===== src/rtl/axi_dma_rd_pkg.sv =====
// Shared AXI encodings and state type for the read/write DMA engines.
package axi_dma_rd_pkg;

  localparam logic [2:0] SIZE_4B     = 3'b010;
  localparam logic [1:0] BURST_INCR  = 2'b01;
  localparam logic [1:0] RESP_OKAY   = 2'b00;
  localparam logic [1:0] RESP_EXOKAY = 2'b01;
  localparam logic [1:0] RESP_SLVERR = 2'b10;
  localparam logic [1:0] RESP_DECERR = 2'b11;
  localparam logic [3:0] QOS_VAL     = 4'b1111;
  localparam int         DEFAULT_ID  = 0;

  typedef enum logic [1:0] {
    RD_IDLE,
    RD_PRE,
    RD_START,
    RD_SEQ
  } rd_state_e;

endpackage


===== src/rtl/axi_dma_rd_burst_calc.sv =====
// Burst sizing: next ARLEN from the words still owed, and the address/count
// step taken once the current burst retires. Pure combinational.
module axi_dma_rd_burst_calc #(
  parameter int BITS_TRANS       = 18,
  parameter int AXI_WIDTH_AD     = 32,
  parameter int FIXED_BURST_SIZE = 256
) (
  input  logic [BITS_TRANS-1:0]   i_remain,
  input  logic [AXI_WIDTH_AD-1:0] i_addr,
  input  logic [7:0]              i_len,
  output logic [7:0]              o_len_next,
  output logic [8:0]              o_beats,
  output logic [AXI_WIDTH_AD-1:0] o_addr_next
);

  localparam logic [BITS_TRANS-1:0] MAX_BEATS = BITS_TRANS'(FIXED_BURST_SIZE);

  logic [BITS_TRANS-1:0] w_take;

  // Only evaluated when i_remain != 0, so w_take - 1 never underflows in use.
  assign w_take      = (i_remain > MAX_BEATS) ? MAX_BEATS : i_remain;
  assign o_len_next  = 8'(w_take - BITS_TRANS'(1));
  assign o_beats     = {1'b0, i_len} + 9'd1;
  // Advance by the issued length even if the slave cut the burst short.
  assign o_addr_next = i_addr + (AXI_WIDTH_AD'(o_beats) << 2);

endmodule


===== src/rtl/axi_dma_rd.sv =====
// AXI4 read DMA: splits a job into INCR bursts, one outstanding at a time,
// and forwards each beat straight to the downstream port.
module axi_dma_rd
  import axi_dma_rd_pkg::*;
#(
  parameter int BITS_TRANS       = 18,
  parameter int AXI_WIDTH_ID     = 4,
  parameter int AXI_WIDTH_AD     = 32,
  parameter int AXI_WIDTH_DA     = 32,
  parameter int FIXED_BURST_SIZE = 256
) (
  input  logic                    clk,
  input  logic                    rstn,
  output logic                    M_ARVALID,
  input  logic                    M_ARREADY,
  output logic [AXI_WIDTH_AD-1:0] M_ARADDR,
  output logic [AXI_WIDTH_ID-1:0] M_ARID,
  output logic [7:0]              M_ARLEN,
  output logic [2:0]              M_ARSIZE,
  output logic [1:0]              M_ARBURST,
  output logic [1:0]              M_ARLOCK,
  output logic [3:0]              M_ARCACHE,
  output logic [2:0]              M_ARPROT,
  output logic [3:0]              M_ARQOS,
  output logic [3:0]              M_ARREGION,
  output logic [3:0]              M_ARUSER,
  input  logic                    M_RVALID,
  output logic                    M_RREADY,
  input  logic [AXI_WIDTH_DA-1:0] M_RDATA,
  input  logic [1:0]              M_RRESP,
  input  logic                    M_RLAST,
  input  logic [AXI_WIDTH_ID-1:0] M_RID,
  input  logic                    M_RUSER,
  input  logic                    start_dma,
  input  logic [BITS_TRANS-1:0]   num_trans,
  input  logic [AXI_WIDTH_AD-1:0] start_addr,
  output logic [AXI_WIDTH_DA-1:0] outdata,
  output logic                    outdata_vld,
  input  logic                    outdata_rdy,
  output logic                    busy_o,
  output logic                    done_o,
  output logic                    fail_check
);

  rd_state_e               r_state;
  logic [BITS_TRANS-1:0]   r_ntrans;
  logic [BITS_TRANS-1:0]   r_burst_cnt;
  logic [AXI_WIDTH_AD-1:0] r_addr;
  logic [7:0]              r_len;
  logic [8:0]              r_beat_cnt;
  logic                    r_err;
  logic                    r_done;

  logic                    w_rhs;
  logic                    w_last_hs;
  logic [7:0]              w_len_next;
  logic [8:0]              w_beats;
  logic [AXI_WIDTH_AD-1:0] w_addr_next;
  logic [BITS_TRANS-1:0]   w_remain;
  logic [BITS_TRANS-1:0]   w_cnt_next;
  logic                    w_unused;

  assign w_unused = ^{M_RID, M_RUSER};

  assign w_remain   = r_ntrans - r_burst_cnt;
  assign w_cnt_next = r_burst_cnt + BITS_TRANS'(w_beats);

  axi_dma_rd_burst_calc #(
    .BITS_TRANS      (BITS_TRANS),
    .AXI_WIDTH_AD    (AXI_WIDTH_AD),
    .FIXED_BURST_SIZE(FIXED_BURST_SIZE)
  ) u_calc (
    .i_remain   (w_remain),
    .i_addr     (r_addr),
    .i_len      (r_len),
    .o_len_next (w_len_next),
    .o_beats    (w_beats),
    .o_addr_next(w_addr_next)
  );

  // AR channel: fields only driven while the request is live.
  assign M_ARVALID  = (r_state == RD_START);
  assign M_ARADDR   = M_ARVALID ? r_addr  : '0;
  assign M_ARLEN    = M_ARVALID ? r_len   : 8'd0;
  assign M_ARSIZE   = M_ARVALID ? SIZE_4B : 3'b000;
  assign M_ARID     = AXI_WIDTH_ID'(DEFAULT_ID);
  assign M_ARBURST  = BURST_INCR;
  assign M_ARLOCK   = 2'b00;
  assign M_ARCACHE  = 4'b0000;
  assign M_ARPROT   = 3'b000;
  assign M_ARQOS    = QOS_VAL;
  assign M_ARREGION = 4'b0000;
  assign M_ARUSER   = 4'b0000;

  // R channel: no buffering, downstream ready is passed straight through.
  assign M_RREADY    = (r_state == RD_SEQ) & outdata_rdy;
  assign w_rhs       = M_RVALID & M_RREADY;
  assign w_last_hs   = w_rhs & M_RLAST;
  assign outdata     = M_RDATA;
  assign outdata_vld = w_rhs;

  assign busy_o = (r_state != RD_IDLE);
  assign done_o = r_done;
  // Flags the retiring burst: an error on any beat (this one included) or a
  // beat count that disagrees with the requested length.
  assign fail_check = w_last_hs &
                      (r_err | (M_RRESP != RESP_OKAY) | (r_beat_cnt != {1'b0, r_len}));

  // Job FSM. done_o rises straight off the last RLAST when data ended the job,
  // and from RD_PRE for an empty job.
  always_ff @(posedge clk or negedge rstn) begin
    if (!rstn) begin
      r_state     <= RD_IDLE;
      r_ntrans    <= '0;
      r_burst_cnt <= '0;
      r_addr      <= '0;
      r_len       <= '0;
      r_beat_cnt  <= '0;
      r_err       <= 1'b0;
      r_done      <= 1'b0;
    end else begin
      r_done <= 1'b0;
      case (r_state)
        RD_IDLE: begin
          if (start_dma) begin
            r_ntrans    <= num_trans;
            r_addr      <= start_addr;
            r_burst_cnt <= '0;
            r_state     <= RD_PRE;
          end
        end
        RD_PRE: begin
          if (r_burst_cnt == r_ntrans) begin
            r_done      <= (r_ntrans == '0);
            r_burst_cnt <= '0;
            r_state     <= RD_IDLE;
          end else begin
            r_len   <= w_len_next;
            r_state <= RD_START;
          end
        end
        RD_START: begin
          if (M_ARREADY) r_state <= RD_SEQ;
        end
        RD_SEQ: begin
          if (w_rhs) begin
            if (M_RRESP != RESP_OKAY) r_err <= 1'b1;
            if (M_RLAST) begin
              r_burst_cnt <= w_cnt_next;
              r_addr      <= w_addr_next;
              r_beat_cnt  <= '0;
              r_err       <= 1'b0;
              r_done      <= (w_cnt_next == r_ntrans);
              r_state     <= RD_PRE;
            end else begin
              r_beat_cnt <= r_beat_cnt + 9'd1;
            end
          end
        end
        default: r_state <= RD_IDLE;
      endcase
    end
  end

endmodule

===== config.mk =====
export PLATFORM = sky130hd
export DESIGN_NAME = axi_dma_rd
export DESIGN_NICKNAME = d
export VERILOG_FILES = /design/src/rtl/axi_dma_rd_pkg.sv /design/src/rtl/axi_dma_rd_burst_calc.sv /design/src/rtl/axi_dma_rd.sv
export SDC_FILE = /design/constraint.sdc
export NUM_CORES = 1
export LEC_CHECK = 0
export BUFFER_PORTS_ARGS = -buffer_cell sky130_fd_sc_hd__buf_2
export CAP_MARGIN = 20
export CORE_MARGIN = 2
export CORE_UTILIZATION = 40
export CTS_BUF_LIST = sky130_fd_sc_hd__clkbuf_4
export CTS_CLUSTER_SIZE = 12
export DETAILED_ROUTE_END_ITERATION = 7
export PLACE_DENSITY_LB_ADDON = 0.2
export SYNTH_ARGS = -nofsm -noshare
export SYNTH_HDL_FRONTEND = slang
export SYNTH_SLANG_ARGS = --single-unit
export TNS_END_PERCENT = 10

===== constraint.sdc =====
create_clock -name clk -period 7.33 [get_ports clk]
set_input_delay 1.0995 -clock clk [delete_from_list [all_inputs] [get_ports clk]]
set_output_delay 1.0995 -clock clk [all_outputs]
set_load 0.02 [all_outputs]

==> results summary <==
The commonest cells after synthesis are dfrtp_1, nand2_1, buf_4. The number of diodes added for antenna fixing came out at 0. The row count is 50.

The count of buffer and inverter cells on the critical path is 1. Counting instances, the worst hold path has a depth of 1. The static power due to leakage is 3.65 nW. The worst setup skew after layout came out at 0.0273 ns. Broken down by cell family, the worst path's largest delay share belongs to simple AND/OR/NAND/NOR gates.

The full die area is 19900 µm². STA classifies the critical path endpoint as a register. The setup fix buffers added after clock tree synthesis is 0. The final core utilization came out at 43.3%. The signal on the critical path passes through inv_1, ha_1, fa_1, nor2b_1, o22ai_1, xnor2_1, nor4_1, nand4b_1, a21oi_1, nand4_2, nor4b_2, nand2b_1, ha_1, nand3_1, o21ai_0, nand3_1, nand2_1, o21ai_1. In this run the tightest slew margin relative to its limit is between 20% and 30%. The hold violation count in the final report came out at 0. The post-route netlist has ~18% of its cells at a drive strength greater than 1. The run finished with clean final reports. Setup repair after global routing left no endpoint under its margin. Global routing used ~20% of the available tracks.

The later pin in the worst-skew pair is clocked with a latency of 0.49 ns. The power density relative to cell area came out at 480 nW/µm². The number of sinks driven by the clock tree is 89. The final-report max-slew violation count is 0. The clock slew seen by the registers of the worst setup and hold paths is 0.14 ns. The number of input and output port buffers inserted is 105. For the worst setup path, the data required time is between 7 and 8 ns. The design draws 0.00386 W. The root buffer cell is clkbuf_4.

The number of warnings printed during yosys synthesis is 0. The cell with the most instances after synthesis is dfrtp_1. The number of H-tree levels came out at 3. After floorplanning, the core was sized to cover between 15000 and 20000 µm². The post-synthesis cell count came out at 893. The cell with the largest stage delay on the worst path is dfrtp_1. The synthesized design devotes to its leading area cell type 29.6% of total area. The number of gates given a new drive strength after cts is 0. Across the run, the number of max-cap violations was 0.

Routability-driven placement finished with a final weighted congestion of roughly 0.85. The initial antenna violation count was 0. Once the floorplan was initialized, standard cells occupied between 40% and 50% of the core.

The remaining global-route overflow came out at 0. The final worst-path cycle share is 55.7%. The total of endpoints with negative setup slack in the final report is 0. In the post-synthesis netlist, the biggest area contributors are dfrtp_1, ha_1, buf_4. The setup path with the least slack is of type reg -> reg. The highest clock frequency the design can meet is around 0.24 GHz.

The chip width is 141 µm. The maximum fanout along the worst path came out at 6. The maximum number of buffers from clock root to sink is 2. The slew at the pin closest to its max-slew limit is roughly 1.1 ns. The proportion of synthesized flip-flops having asynchronous set or reset came out at 100%. The number of vias after detailed routing came out at 6416. The remaining antenna violation count after routing came out at 0. The worst reg2reg path depth came out at 18. The via density per instance is 5.41. The arrival time reported for the critical path endpoint is approximately 4.5 ns. The sum of negative setup slack came out at 0 ns. The number of global-route vias before repair came out at around 6000. The cell accounting for the most synthesized area is dfrtp_1. The sequential area share after synthesis is 29.6%.

After layout, the minimum clock period comes to 4.08 ns. In this run the cell area of the synthesized design comes to 7520 µm². The total number of nets in the final design is 1091. The most used flip-flop cell after synthesis is dfrtp_1.

The average instance in the mapped netlist occupies 8.42 µm². The number of remaining DRC errors came out at 0. After legalization and detailed placement, the total HPWL measured between 10000 and 15000 µm.

The number of clock buffers added by TritonCTS is 9. The number of distinct standard cells referenced by the synthesized netlist is 80. Pin placement for this block handled 204 I/O pins. The starting DRC count in detailed routing is 344. The synthesized design contains 89 register bits.

In this run the number of cells on the critical path is 18. The class of the worst hold path is reg -> reg. The floorplan die height is about 140 µm. The peak supply drop came out at 189 µV. Hold repair after CTS inserted 0 buffers. The maximum number of pins on one net before global-route repair is 57.

The first TritonRoute pass finished after 4 iterations. The count of flip-flops with a built-in enable after synthesis is 0. The overall routed net length came out at approximately 19000 µm. The wire length per cell after detailed routing came out at 16.4 µm. The first-pass GRT wire length is ~32000 µm. The growth of design area from synthesis to finish is 6.84%.

The sort of element at the start of the critical path is a register. The largest stage delay on the critical path came out at around 0.5 ns. TritonCTS built the clock tree.
[state kept, by name, summed over array words and instances (netlist names)]
signal	count
r_addr	32
done_o	1
r_ntrans	18
r_beat_cnt	9
r_state	2
r_err	1
r_len	8
r_burst_cnt	18
[cells in the final DEF (no fill, tap or decap), types with 15 or more instances in the layout]
cell / Yosys / final
dfrtp_1: 89 / 89
and2_1: 44 / 44
o21ai_0: 60 / 60
nand2_1: 76 / 76
ha_1: 44 / 43
inv_1: 35 / 35
xor2_1: 26 / 26
xnor2_1: 37 / 37
mux2_2: 21 / 21
or3_1: 15 / 15
a21oi_1: 59 / 59
a31oi_1: 17 / 17
conb_1: 2 / 29
nand3_1: 30 / 30
buf_2: 2 / 104
nor2_1: 53 / 53
[stage by stage]
| stage | instance area [µm²] | worst slack [ns] | instances | hold slack [ns] |
|---|---|---|---|---|
| floorplan | 7620 | 3.89 | 920 | 0.459 |
| global placement | 7900 | 3.31 | 1171 | 0.475 |
| detailed placement | 7900 | 3.30 | 1171 | 0.486 |
| CTS | 8040 | 3.26 | 1187 | 0.518 |
| global route | 8040 | 2.72 | 1187 | 0.520 |
| finish | 8040 | 3.25 | 1187 | 0.518 |
[power by group]
group	internal (W)	leakage (nW)	switching, W	total (W)
combinational	0.00109	2.48	0.00156	0.00265
sequential	0.000670	1.09	0.000251	0.000921
clock	0.000104	0.0741	0.000185	0.000289
total	0.00186	3.65	0.00200	0.00386
[path summary, 6_finish.rpt]
path                            slack, ns                    start                           to
worst max-delay path                 3.25  r_ntrans[0]$_DFFE_PN0P_         r_len[4]$_DFFE_PN0P_
worst min-delay path                 0.52    r_addr[0]$_DFFE_PN0P_        r_addr[0]$_DFFE_PN0P_
worst max register to register       3.25  r_ntrans[0]$_DFFE_PN0P_         r_len[4]$_DFFE_PN0P_
worst min register to register       0.52    r_addr[0]$_DFFE_PN0P_        r_addr[0]$_DFFE_PN0P_
max in group asynchronous            5.67                     rstn  r_burst_cnt[11]$_DFFE_PN0P_
min in group asynchronous            0.53                     rstn       r_addr[12]$_DFFE_PN0P_
[per-layer routing]
layer	vias up	part of all wire, %	GRT usage [%]
met5	-	0	0
met4	0	1.1	3.95
met3	16	4.8	4.21
met2	153	46	32.0
met1	3018	48	28.1
li1	3229	-	-
[kinds of logic after synthesis]
logic type      count (synthesis)  share of synthesized area, %
other cells                     2                        0.0998
xor+xnor                       63                          7.34
compound gates                230                          19.6
simple gates                  298                          20.7
buf+inv                       130                          9.71
mux                            34                          4.87
flops                          89                          29.6
fa+ha+maj                      47                          8.12
[cell type report]
type | count | area (µm²)
Inverter | 36 | 135
Tap cell | 234 | 293
Fill cell | 1890 | 10500
Multi-Input combinational cell | 701 | 4670
Timing Repair Buffer | 111 | 573
Sequential cell | 89 | 2230
Clock inverter | 7 | 68.8
Clock buffer | 9 | 67.6
Note: power is estimated with default switching activity, not from simulation.
